[config.mk]
export PLATFORM = sky130hd
export DESIGN_NAME = mem_lsu
export DESIGN_NICKNAME = d
export VERILOG_FILES = /design/src/rtl/mem_lsu_pkg.sv /design/src/rtl/mem_lsu_lane_align.sv /design/src/rtl/mem_lsu.sv
export SDC_FILE = /design/constraint.sdc
export NUM_CORES = 1
export LEC_CHECK = 0
export CORE_AREA = 2 2 154 156
export CTS_CLUSTER_DIAMETER = 150
export CTS_CLUSTER_SIZE = 30
export DETAILED_ROUTE_END_ITERATION = 7
export DIE_AREA = 0 0 156 158
export HOLD_SLACK_MARGIN = 0.06
export SKIP_LAST_GASP = 1
export SYNTH_ARGS = -nofsm -noshare
export SYNTH_HDL_FRONTEND = slang
export SYNTH_SLANG_ARGS = --single-unit
[constraint.sdc]
create_clock -name clk -period 5.4 [get_ports clk]
set_input_delay 1.62 -clock clk [delete_from_list [all_inputs] [get_ports clk]]
set_output_delay 1.62 -clock clk [all_outputs]
set_load 0.05 [all_outputs]
[src/rtl/mem_lsu_pkg.sv]
// Shared definitions for the MEM stage: memory aluop codes, write-back constants
// and the load/store unit state encoding.
package mem_lsu_pkg;

    localparam logic [7:0] EXE_LB_OP  = 8'b1110_0000;
    localparam logic [7:0] EXE_LH_OP  = 8'b1110_0001;
    localparam logic [7:0] EXE_LW_OP  = 8'b1110_0011;
    localparam logic [7:0] EXE_LBU_OP = 8'b1110_0100;
    localparam logic [7:0] EXE_LHU_OP = 8'b1110_0101;
    localparam logic [7:0] EXE_SB_OP  = 8'b1110_1000;
    localparam logic [7:0] EXE_SH_OP  = 8'b1110_1001;
    localparam logic [7:0] EXE_SW_OP  = 8'b1110_1011;

    localparam logic [31:0] ZeroWord     = 32'h0000_0000;
    localparam logic [4:0]  NOPRegAddr   = 5'b00000;
    localparam logic        WriteEnable  = 1'b1;
    localparam logic        WriteDisable = 1'b0;
    localparam logic        Stop         = 1'b1;
    localparam logic        NoStop       = 1'b0;

    typedef enum logic [1:0] {
        ST_IDLE = 2'b00,
        ST_BUSY = 2'b01,
        ST_DONE = 2'b10
    } lsu_state_e;

    function automatic logic is_load_op(input logic [7:0] op);
        return op inside {EXE_LB_OP, EXE_LBU_OP, EXE_LH_OP, EXE_LHU_OP, EXE_LW_OP};
    endfunction

    function automatic logic is_store_op(input logic [7:0] op);
        return op inside {EXE_SB_OP, EXE_SH_OP, EXE_SW_OP};
    endfunction

endpackage

[src/rtl/mem_lsu_lane_align.sv]
// Byte-lane steering between the 32-bit data bus and the register file:
// store enables/data replication and load lane extraction with extension.
module mem_lane_align
    import mem_lsu_pkg::*;
#(
    parameter int BUS_BE = 1
) (
    input  logic [7:0]  aluop_i,
    input  logic [1:0]  addr_i,
    input  logic [31:0] st_data_i,
    input  logic [31:0] ld_buf_i,
    output logic [3:0]  sel_o,
    output logic [31:0] wdata_o,
    output logic [31:0] ld_data_o
);

    // Lane index 0 is bits 7:0; big-endian puts byte address 00 on lane 3.
    logic [1:0]  byte_lane;
    logic [1:0]  half_lane;
    logic [31:0] byte_shifted;
    logic [31:0] half_shifted;

    always_comb begin
        byte_lane    = (BUS_BE != 0) ? (2'd3 - addr_i) : addr_i;
        half_lane    = (BUS_BE != 0) ? {~addr_i[1], 1'b0} : {addr_i[1], 1'b0};
        byte_shifted = ld_buf_i >> {byte_lane, 3'b000};
        half_shifted = ld_buf_i >> {half_lane, 3'b000};

        sel_o     = 4'b0000;
        wdata_o   = ZeroWord;
        ld_data_o = ZeroWord;
        case (aluop_i)
            EXE_LB_OP: begin
                sel_o     = 4'b0001 << byte_lane;
                ld_data_o = {{24{byte_shifted[7]}}, byte_shifted[7:0]};
            end
            EXE_LBU_OP: begin
                sel_o     = 4'b0001 << byte_lane;
                ld_data_o = {24'h000000, byte_shifted[7:0]};
            end
            EXE_LH_OP: begin
                sel_o     = 4'b0011 << half_lane;
                ld_data_o = {{16{half_shifted[15]}}, half_shifted[15:0]};
            end
            EXE_LHU_OP: begin
                sel_o     = 4'b0011 << half_lane;
                ld_data_o = {16'h0000, half_shifted[15:0]};
            end
            EXE_LW_OP: begin
                sel_o     = 4'b1111;
                ld_data_o = ld_buf_i;
            end
            EXE_SB_OP: begin
                sel_o   = 4'b0001 << byte_lane;
                wdata_o = {4{st_data_i[7:0]}};
            end
            EXE_SH_OP: begin
                sel_o   = 4'b0011 << half_lane;
                wdata_o = {2{st_data_i[15:0]}};
            end
            EXE_SW_OP: begin
                sel_o   = 4'b1111;
                wdata_o = st_data_i;
            end
            default: ;
        endcase
    end

endmodule

[src/rtl/mem_lsu.sv]
// MEM stage load/store unit: one registered bus transaction per memory op,
// stalling the pipeline until the acknowledge, then presenting the write-back.
module mem_lsu
    import mem_lsu_pkg::*;
#(
    parameter int ADDR_W = 32,
    parameter int BUS_BE = 1
) (
    input  logic              clk,
    input  logic              rst,
    input  logic [5:0]        stall,
    input  logic [4:0]        wd_i,
    input  logic              wreg_i,
    input  logic [31:0]       wdata_i,
    input  logic              whilo_i,
    input  logic [31:0]       hi_i,
    input  logic [31:0]       lo_i,
    input  logic [7:0]        aluop_i,
    input  logic [31:0]       mem_addr_i,
    input  logic [31:0]       reg2_i,
    output logic [4:0]        wd_o,
    output logic              wreg_o,
    output logic [31:0]       wdata_o,
    output logic              whilo_o,
    output logic [31:0]       hi_o,
    output logic [31:0]       lo_o,
    output logic              stallreq,
    output logic              bus_cyc,
    output logic              bus_we,
    output logic [ADDR_W-1:0] bus_addr,
    output logic [3:0]        bus_sel,
    output logic [31:0]       bus_wdata,
    input  logic [31:0]       bus_rdata,
    input  logic              bus_ack,
    output logic [1:0]        state_o
);

    lsu_state_e        state_q, state_d;
    logic              bus_cyc_q, bus_cyc_d;
    logic              bus_we_q, bus_we_d;
    logic [ADDR_W-1:0] bus_addr_q, bus_addr_d;
    logic [3:0]        bus_sel_q, bus_sel_d;
    logic [31:0]       bus_wdata_q, bus_wdata_d;
    logic [31:0]       ld_buf_q, ld_buf_d;

    logic        ld_op, st_op, mem_op;
    logic [3:0]  sel_c;
    logic [31:0] st_data_c;
    logic [31:0] ld_ext_c;

    assign ld_op  = is_load_op(aluop_i);
    assign st_op  = is_store_op(aluop_i);
    assign mem_op = ld_op | st_op;

    mem_lane_align #(.BUS_BE(BUS_BE)) u_align (
        .aluop_i   (aluop_i),
        .addr_i    (mem_addr_i[1:0]),
        .st_data_i (reg2_i),
        .ld_buf_i  (ld_buf_q),
        .sel_o     (sel_c),
        .wdata_o   (st_data_c),
        .ld_data_o (ld_ext_c)
    );

    always_ff @(posedge clk or negedge rst) begin
        if (!rst) begin
            state_q     <= ST_IDLE;
            bus_cyc_q   <= 1'b0;
            bus_we_q    <= 1'b0;
            bus_addr_q  <= '0;
            bus_sel_q   <= 4'b0000;
            bus_wdata_q <= ZeroWord;
            ld_buf_q    <= ZeroWord;
        end else begin
            state_q     <= state_d;
            bus_cyc_q   <= bus_cyc_d;
            bus_we_q    <= bus_we_d;
            bus_addr_q  <= bus_addr_d;
            bus_sel_q   <= bus_sel_d;
            bus_wdata_q <= bus_wdata_d;
            ld_buf_q    <= ld_buf_d;
        end
    end

    // Bus request is launched from IDLE and held untouched until the ack edge.
    always_comb begin
        state_d     = state_q;
        bus_cyc_d   = bus_cyc_q;
        bus_we_d    = bus_we_q;
        bus_addr_d  = bus_addr_q;
        bus_sel_d   = bus_sel_q;
        bus_wdata_d = bus_wdata_q;
        ld_buf_d    = ld_buf_q;
        case (state_q)
            ST_IDLE: begin
                if (mem_op) begin
                    state_d     = ST_BUSY;
                    bus_cyc_d   = 1'b1;
                    bus_we_d    = st_op ? WriteEnable : WriteDisable;
                    bus_addr_d  = {mem_addr_i[ADDR_W-1:2], 2'b00};
                    bus_sel_d   = sel_c;
                    bus_wdata_d = st_data_c;
                end
            end
            ST_BUSY: begin
                if (bus_ack) begin
                    state_d   = ST_DONE;
                    bus_cyc_d = 1'b0;
                    ld_buf_d  = bus_rdata;
                end
            end
            ST_DONE: begin
                if (!stall[4]) state_d = ST_IDLE;
            end
            default: state_d = ST_IDLE;
        endcase
    end

    always_comb begin
        wd_o     = wd_i;
        wreg_o   = wreg_i;
        wdata_o  = wdata_i;
        whilo_o  = whilo_i;
        hi_o     = hi_i;
        lo_o     = lo_i;
        stallreq = NoStop;
        if ((state_q == ST_BUSY) || ((state_q == ST_IDLE) && mem_op)) begin
            stallreq = Stop;
            wd_o     = NOPRegAddr;
            wreg_o   = WriteDisable;
            wdata_o  = ZeroWord;
            whilo_o  = WriteDisable;
            hi_o     = ZeroWord;
            lo_o     = ZeroWord;
        end else if (state_q == ST_DONE) begin
            if (ld_op) wdata_o = ld_ext_c;
            if (st_op) wreg_o  = WriteDisable;
        end
    end

    assign bus_cyc   = bus_cyc_q;
    assign bus_we    = bus_we_q;
    assign bus_addr  = bus_addr_q;
    assign bus_sel   = bus_sel_q;
    assign bus_wdata = bus_wdata_q;
    assign state_o   = state_q;

endmodule

# Word level (Yosys, flattened, before mapping)

Index checks and enable logic that the tools add are counted.

Multiplexer cells: 22
Equal/unequal tests: 13
Shifts and indexed selects: 4
Add/subtract/negate cells: 1
Reductions and logical operators: 13
Bitwise logic cells: 2

Operators by type and width:

| kind                                                                   | count |
|---|---|
| 32-bit 2-to-1 mux                                                      | 5 |
| 32-bit one-hot mux with 5 select lines                                 | 1 |
| 32-bit one-hot mux with 3 select lines                                 | 1 |
| 8-bit equality test (second input constant)                            | 8 |
| 32-bit by 5-bit >> shifter with 16-bit output                          | 1 |
| 32-bit by 5-bit >> shifter with 8-bit output                           | 1 |
| 4-bit one-hot mux with 3 select lines                                  | 1 |
| 1-bit 2-to-1 mux                                                       | 8 |
| 2-bit 2-to-1 mux                                                       | 3 |
| 2-bit inequality test (second input constant)                          | 3 |
| 2-bit one-hot mux with 3 select lines                                  | 1 |
| 3-bit AND reduction                                                    | 2 |
| 3-bit OR reduction                                                     | 2 |
| 5-bit 2-to-1 mux                                                       | 1 |
| 5-bit nonzero test                                                     | 1 |
| 2-bit AND reduction                                                    | 2 |
| 1-bit by 2-bit << shifter with 4-bit output (first input constant)     | 1 |
| 2-bit by 2-bit << shifter with 4-bit output (first input constant)     | 1 |
| 3-bit nonzero test                                                     | 1 |
| 2-bit by 1-bit equality test with 1-bit output (second input constant) | 1 |
| 2-bit equality test (second input constant)                            | 1 |
| 2-bit zero test                                                        | 1 |
| 1-bit one-hot mux with 2 select lines                                  | 1 |
| 2-bit nonzero test                                                     | 1 |
| other kinds (6)                                                        | 6 |

Register bits: 102
Bits of input ports: 216
Logic and storage cells: 62
Output and inout port bits: 176

# Depth between registers and ports, before layout

Gate-level depths: netlist of run 1.

Depth after elaboration: 6
Depth in mapped cells: 7
Depth with buffers taken out: 4

# Modules after synthesis

From an unflattened synthesis of run 1, not the netlist that was laid out.

Cells, all modules: 658
Area total of the unflattened synthesis: 6226.0 µm²

By module, submodules not included:

| module         | cells each | times used | area an instance (µm²) |
|---|---|---|---|
| mem_lsu        | 431        | 1          | 4938.5 |
| mem_lane_align | 227        | 1          | 1287.5 |

# Least setup slack after synthesis of run 1

Ideal clock, no wire load.

Kind: input to output
Start: input port aluop_i[2]
End: output port wdata_o[25]
Stages on the path: 5
Arrival: 3850 ps
Data required time: 3780 ps
Slack: -70 ps
Cell sequence: nand2b_1 > a2111oi_4 > clkbuf_1 > nor2_1 > a211oi_1

Longest elaborated chain between the ends: 6
Elaborated cells between the ends (all ways): 17

RTL lines:

| what                                                                                           | line           | RTL |
|---|---|---|
| start: declaration                                                                             | mem_lsu.sv:18  | `input logic [7:0] aluop_i,` |
| parallel branches: the longest is 5 deep, another holds 32-bit one-hot mux with 5 select lines | --             |  |
| 32-bit 2-to-1 mux (*)                                                                          | mem_lsu.sv:127 | `if ((state_q == ST_BUSY) \|\| ((state_q == ST_IDLE) && mem_op)) begin` |
| end: declaration                                                                               | mem_lsu.sv:23  | `output logic [31:0] wdata_o,` |

Every way passes the cells marked *.

# Worst setup path after layout of run 1

Start: input port mem_addr_i[0]
End: output port wdata_o[13]

Longest elaborated chain between the ends: 6

RTL lines:

| what                                         | line                     | RTL |
|---|---|---|
| start: declaration                           | mem_lsu.sv:19            | `input logic [31:0] mem_addr_i,` |
| 2-bit subtractor                             | mem_lsu_lane_align.sv:24 | `byte_lane = (BUS_BE != 0) ? (2'd3 - addr_i) : addr_i;` |
| 32-bit by 5-bit >> shifter with 8-bit output | mem_lsu_lane_align.sv:26 | `byte_shifted = ld_buf_i >> {byte_lane, 3'b000};` |
| 32-bit one-hot mux with 5 select lines       | mem_lsu_lane_align.sv:32 | `case (aluop_i)` |
| 32-bit 2-to-1 mux                            | mem_lsu.sv:136           | `if (ld_op) wdata_o = ld_ext_c;` |
| 32-bit 2-to-1 mux                            | mem_lsu.sv:135           | `end else if (state_q == ST_DONE) begin` |
| 32-bit 2-to-1 mux                            | mem_lsu.sv:127           |  |

No other way between the ends.

==> results.json, run 1 <==
{
  "antenna_left": 0,
  "holdWs_ps": 478,
  "slew_violations": 0,
  "critPathSlowestCell": "clkdlybuf4s50_1",
  "grt_usage_pct": 19.4,
  "firstDrtPassIters": 4,
  "grt_max_degree": 64,
  "wl_per_cell_um": 19.4,
  "cts_tree": "done",
  "maxCapViolations": 0,
  "ys_seq_elements": 102,
  "port_buffers": 384,
  "worstMarginPinSlew_ps": 858,
  "synth_cell_types": 48,
  "finalCritPeriodShare_pct": 97.9,
  "vias_per_cell": 4.82,
  "clk_latency_ps": 360,
  "r2r_cells": 4,
  "fillCellCount": 2077,
  "utilization_pct": 50.2,
  "vias": 6133,
  "ir_drop_mv": 0.147,
  "crit_path_start_kind": "input port",
  "hold_depth": 2,
  "ys_seq_area_share_pct": 43.5,
  "syn_area_um2": 5870,
  "syn2layout_area_growth_pct": 97.4,
  "die_x_um": 156,
  "ys.flop_type": "dfrtp_1",
  "gp_congestion": 0.823,
  "dieArea_um2": 24600,
  "wl_um": 24600,
  "post-dp-hpwl_um": 19300,
  "antenna_found_initial": 0,
  "crit_top_cell": "buf_4",
  "critPathKind": "input port to output pin",
  "cp.arrival_ps": 3670,
  "grt_pass1_wl_um": 36700,
  "pin_count": 392,
  "cts_hold_buffers": 0,
  "worstHoldPathType": "register to register",
  "diodes": 0,
  "cts_sinks": 102,
  "required_ps": 3780,
  "cp-end-kind": "output pin",
  "path_clk_slew_ps": 70,
  "fmax_mhz": 189,
  "status": "finished clean",
  "finalHoldViolCount": 0,
  "cts_buffers": 9,
  "path_cells": "clkdlybuf4s50_1 -> buf_4 -> mux2i_1 -> nor4b_1 -> nor3b_2 -> buf_4 -> a21oi_1 -> buf_4 -> buf_12",
  "coreArea_um2": 23100,
  "fin_worst_skew_ps": 14.5,
  "grt_pass1_vias": 6281,
  "drc": 0,
  "max_stage_delay_ps": 620,
  "rows": 56,
  "avgSynthCellArea_um2": 9.85,
  "yosysWarnings": 0,
  "initial_utilization_pct": 25.5,
  "syn_inst": 596,
  "power_density_nw_per_um2": 299,
  "p_leak_uw": 0.00494,
  "period_needed_ps": 5290,
  "crit_fanout": 8,
  "max_slew_margin_pct": 42.8,
  "grt-ovfl-total": 0,
  "fp.dieH_um": 158,
  "htree_levels": 3,
  "drive_above_1_share_pct": 25.0,
  "ys_async_sr_fraction_pct": 100,
  "clockBufferDepth": 2,
  "synth_edf_count": 0,
  "drt_iter0_drc": 285,
  "root_buffer": "clkbuf_16",
  "fin_nets": 1194,
  "rsz0062_at_grt": "true",
  "setup_viol": 0
}
==> timing repair <==
| action | 4_1_cts | 5_1_grt |
|---|---|---|
| endpoints found under the setup margin | 1 | 3 |
| pin swaps | 0 | 0 |
| gates resized for setup | 1 | 2 |
| buffers inserted | 0 | 0 |
==> cell families (layout without fill, tap and decap cells) <==
logic type | count (synthesis) | count (layout) | synth area share (%)
buf+inv | 60 | 446 | 4.46
compound gates | 137 | 137 | 16.1
flops | 102 | 102 | 43.5
other cells | 1 | 2 | 0.0639
simple gates | 201 | 201 | 18.4
mux | 95 | 95 | 17.5
==> final timing paths <==
check	start	endpoint	slack [ps]
setup / recovery	mem_addr_i[0]	wdata_o[13]	110
hold / removal	bus_cyc$_DFFE_PN0P_	bus_cyc$_DFFE_PN0P_	480
setup reg to reg	state_o[1]$_DFFE_PN0P_	bus_addr[10]$_DFFE_PN0P_	3330
hold reg to reg	bus_cyc$_DFFE_PN0P_	bus_cyc$_DFFE_PN0P_	480
max in group asynchronous	rst	bus_wdata[28]$_DFFE_PN0P_	2950
min in group asynchronous	rst	bus_wdata[16]$_DFFE_PN0P_	1360
==> cell usage after synthesis (all sizes together) (3+ instances only) <==
master | instances | area, um^2
buf | 22 | 119
o21ai | 28 | 140
nor2b | 10 | 62.6
nor3b | 3 | 27.5
a22o | 8 | 70.1
inv | 3 | 11.3
a21oi | 22 | 110
nand4b | 4 | 50.1
a2111oi | 3 | 51.3
o2bb2ai | 8 | 70.1
a31oi | 23 | 144
and3 | 70 | 438
mux2 | 62 | 698
o22a | 8 | 70.1
nor2 | 29 | 111
or2 | 3 | 18.8
nand2b | 5 | 31.3
a22oi | 6 | 45.0
dfrtp | 102 | 2550
a211oi | 19 | 143
nand2 | 66 | 248
clkbuf | 35 | 131
mux2i | 33 | 330
==> routing by layer <==
metal / share of wire, % / track usage, %
met2: 48 / 33.6
met1: 42 / 23.7
met5: 0 / 0
met4: 1.3 / 4.63
met3: 8.3 / 6.05
==> sequential cells by signal, summed over array words and instances, names as in the netlist <==
name and cells:
bus_addr 30, bus_cyc 1, bus_sel 4, bus_wdata 32, bus_we 1, ld_buf_q 32, state_o 2
==> worst max-delay path: cells and delay by family <==
kind	cells	cell delay (ps)
AO/OA/AOI/OAI	1	260
multiplexers	1	90
AND/OR/NAND/NOR	2	400
buffers and inverters	5	1300
==> cell usage in the layout, fill, tap and decap left out, types with 3 or more instances in the layout <==
cell type        count
clkdlybuf4s50_1    279
buf_12             109
dfrtp_1            102
and3_1              70
nand2_1             65
mux2_2              62
buf_4               39
mux2i_1             33
nor2_1              28
o21ai_0             28
a31oi_1             23
a21oi_1             22
a211oi_1            13
nor2b_1             10
clkbuf_16            9
o2bb2ai_1            8
o22a_1               8
a22o_1               8
a211oi_2             6
a22oi_1              6
nand2b_1             4
inv_1                3
or2_2                3
nand4b_1             3
inv_6                3
==> through the flow <==
| stage | std cells | cell area, um^2 | TNS [ps] | setup WS [ps] | total power, uW |
|---|---|---|---|---|---|
| after floorplan | 597 | 5900 | -254 | -64.3 | 2030 |
| after global placement | 1257 | 11300 | -17.3 | -17.3 | 2830 |
| after detailed placement | 1257 | 11300 | -7.54 | -7.54 | 2850 |
| after CTS | 1273 | 11600 | 0 | 46.7 | 3500 |
| after global routing | 1273 | 11600 | -17.0 | -17.0 | 3620 |
| final | 1273 | 11600 | 0 | 113 | 3470 |
==> layout make-up <==
cell class	count	area (um^2)	share of cell area, %
inverter	3	11.3	0.0972
tap	290	363	3.13
timing repair buffer	427	5270	45.5
clock inverter	7	63.8	0.551
clock buffer	9	225	1.94
sequential	102	2550	22.0
multi-input combinational	435	3100	26.8
==> where the power goes <==
part / switching (uW) / internal [uW] / total [uW]
clock network: 320 / 322 / 642
registers: 162 / 957 / 1120
logic: 931 / 774 / 1700
total: 1410 / 2050 / 3470
No activity file was read; power rests on OpenSTA's default activity.
==> run 2, diff against run 1 <==
Clock period 5.4 ns to 4.9 ns, I/O delays scaled along.
==> run 2 against run 1 <==
  * Combinational power increased by 11%
  * Cell count up 1.1%
  * Design area grew 2.9%
  * Clock power grew 8.7%
  * Sequential share of layout area shrank 0.61 points
  * Routed wire length up 2.3%
  * Critical path type unchanged
==> results.json, run 2 (same netlist as run 1, synthesis figures left out) <==
{
  "antenna_found_initial": 2,
  "grt_pass1_wl_um": 37300,
  "pre_cts_ws_ps": -201,
  "slew_violations": 0,
  "gp_congestion": 0.836,
  "multi_input_area_um2": 3210,
  "cts_buffers": 9,
  "wl_per_cell_um": 19.6,
  "p_leak_uw": 0.00513,
  "drt_iter0_drc": 269,
  "holdWs_ps": 483,
  "port_buffers": 384,
  "crit_fanout": 7,
  "initial_utilization_pct": 25.5,
  "post-dp-hpwl_um": 19500,
  "dieArea_um2": 24600,
  "pin_count": 392,
  "fin_ws_ps": 104,
  "crit_path_start_kind": "input port",
  "period_needed_ps": 4800,
  "htree_levels": 3,
  "cts_tree": "done",
  "fin_worst_skew_ps": 5.85,
  "firstDrtPassIters": 4,
  "cts_sinks": 102,
  "finalCritPeriodShare_pct": 97.9,
  "ff_latch_area_um2": 2550,
  "rows": 56,
  "cp-end-kind": "output pin",
  "vias_per_cell": 4.79,
  "utilization_pct": 51.7,
  "min-delay-start": "bus_wdata[23]$_DFFE_PN0P_",
  "fin_nets": 1209,
  "startpoint": "aluop_i[7]",
  "final_common_cell": "clkdlybuf4s50_1",
  "path_cells": "dlygate4sd2_1 -> nand4b_4 -> buf_4 -> a2111oi_4 -> buf_6 -> buf_4 -> buf_4 -> nor2_1 -> a211oi_2 -> buf_12",
  "finalHoldViolCount": 0,
  "cts_hold_buffers": 0,
  "max_slew_margin_pct": 47.7,
  "grt_usage_pct": 19.7,
  "net-switching-power_uw": 1560,
  "hold_depth": 2,
  "fmax_mhz": 208,
  "r2r_start": "state_o[1]$_DFFE_PN0P_",
  "r2r_end": "bus_addr[16]$_DFFE_PN0P_",
  "clockBufferDepth": 2,
  "grt-ovfl-total": 0,
  "p_int_uw": 2270,
  "critPathSlowestCell": "a2111oi_4",
  "clockPowerShare_pct": 18.3,
  "root_buffer": "clkbuf_16",
  "diodes": 0,
  "crit_top_cell": "buf_4",
  "vias": 6169,
  "setup_viol": 0,
  "r2r_cells": 4,
  "final_cell_mix": "clkdlybuf4s50_1 (270), buf_12 (110), dfrtp_1 (102), and3_1 (70), nand2_1 (66)",
  "rsz0062_at_grt": "true",
  "ir_drop_mv": 0.200,
  "antenna_left": 0,
  "reg2reg_slack_ps": 2790,
  "holdPathEnd": "bus_wdata[23]$_DFFE_PN0P_",
  "power_frac_seq_pct": 32.3,
  "max_stage_delay_ps": 340,
  "comb_power_share_pct": 49.5,
  "wl_um": 25200,
  "path_clk_slew_ps": 80,
  "grt_max_degree": 63,
  "coreArea_um2": 23100,
  "drc": 0,
  "status": "finished clean",
  "cp.arrival_ps": 3330,
  "fp.dieH_um": 158,
  "die_x_um": 156,
  "worstHoldPathType": "register to register",
  "totalPowerFinal_uw": 3820,
  "fillCellCount": 2059,
  "clk_latency_ps": 360,
  "critPathKind": "input port to output pin",
  "grt_pass1_vias": 6294,
  "required_ps": 3430,
  "power_density_nw_per_um2": 321,
  "drive_above_1_share_pct": 27.7,
  "p_sw_share_pct": 40.7,
  "maxCapViolations": 0,
  "syn2layout_area_growth_pct": 103,
  "worstMarginPinSlew_ps": 782
}
run 2: cell types whose count changed in the layout (fill, tap and decap cells not counted), moves of 4 or more:
cell             change
buf_6                +6
clkdlybuf4s50_1      -9
a211oi_2            +10
buf_4                +4
dlygate4sd2_1        +5
dlymetal6s2s_1       +4
a211oi_1            -11
run 2: layout make-up:
class,instances,share of cell area (%)
Multi-Input combinational cell,435,26.9
Clock buffer,9,1.89
Sequential cell,102,21.4
Tap cell,290,3.05
Clock inverter,6,0.452
Timing Repair Buffer,442,46.2
Inverter,3,0.0945
run 2: how the worst max path moves through the flow:
stage / end / slack, ps / cells past startpoint
2_1_floorplan: wdata_o[22] / -260 / 6
3_3_place_gp: wdata_o[15] / -170 / 9
3_5_place_dp: wdata_o[15] / -200 / 8
4_1_cts: wdata_o[28] / -20 / 8
5_1_grt: wdata_o[6] / -20 / 7
6_report: wdata_o[31] / 100 / 10
run 2: power groups by stage:
stage               registers, uW  clock network (uW)  logic [uW]
finish                       1230                 698        1890
global route                 1260                 749        1980
CTS                          1240                 719        1900
detailed placement           1260                   0        1880
global placement             1250                   0        1870
floorplan                    1600                   0         633
run 2: per-stage QoR:
step                      area, um^2  instances  TNS [ps]
after global placement         11300       1263     -1280
after global routing           11900       1287     -22.2
after CTS                      11800       1280      -161
after floorplan                 5900        597     -2600
after detailed placement       11300       1263     -1390
final                          11900       1287         0
run 2: critical path: cells and delay by family:
| family | cells | cell delay, ps |
|---|---|---|
| AND/OR/NAND/NOR | 2 | 190 |
| AO/OA/AOI/OAI | 2 | 610 |
| buffers and inverters | 6 | 1060 |
run 2: what timing repair did:
item,in CTS,in global routing
endpoints found under the setup margin,25,29
cloned,1,2
pin swaps,2,6
hold endpoints to repair,0,0
buffers inserted,1,5
resized for setup,24,15
run 2: layer usage:
metal,vias to the layer above,wire length (um),global-route usage [%]
li1,2965,-,-
met1,2942,10600,24.1
met2,235,12100,33.9
met3,27,2070,6.68
met4,0,347,4.02
met5,-,0,0
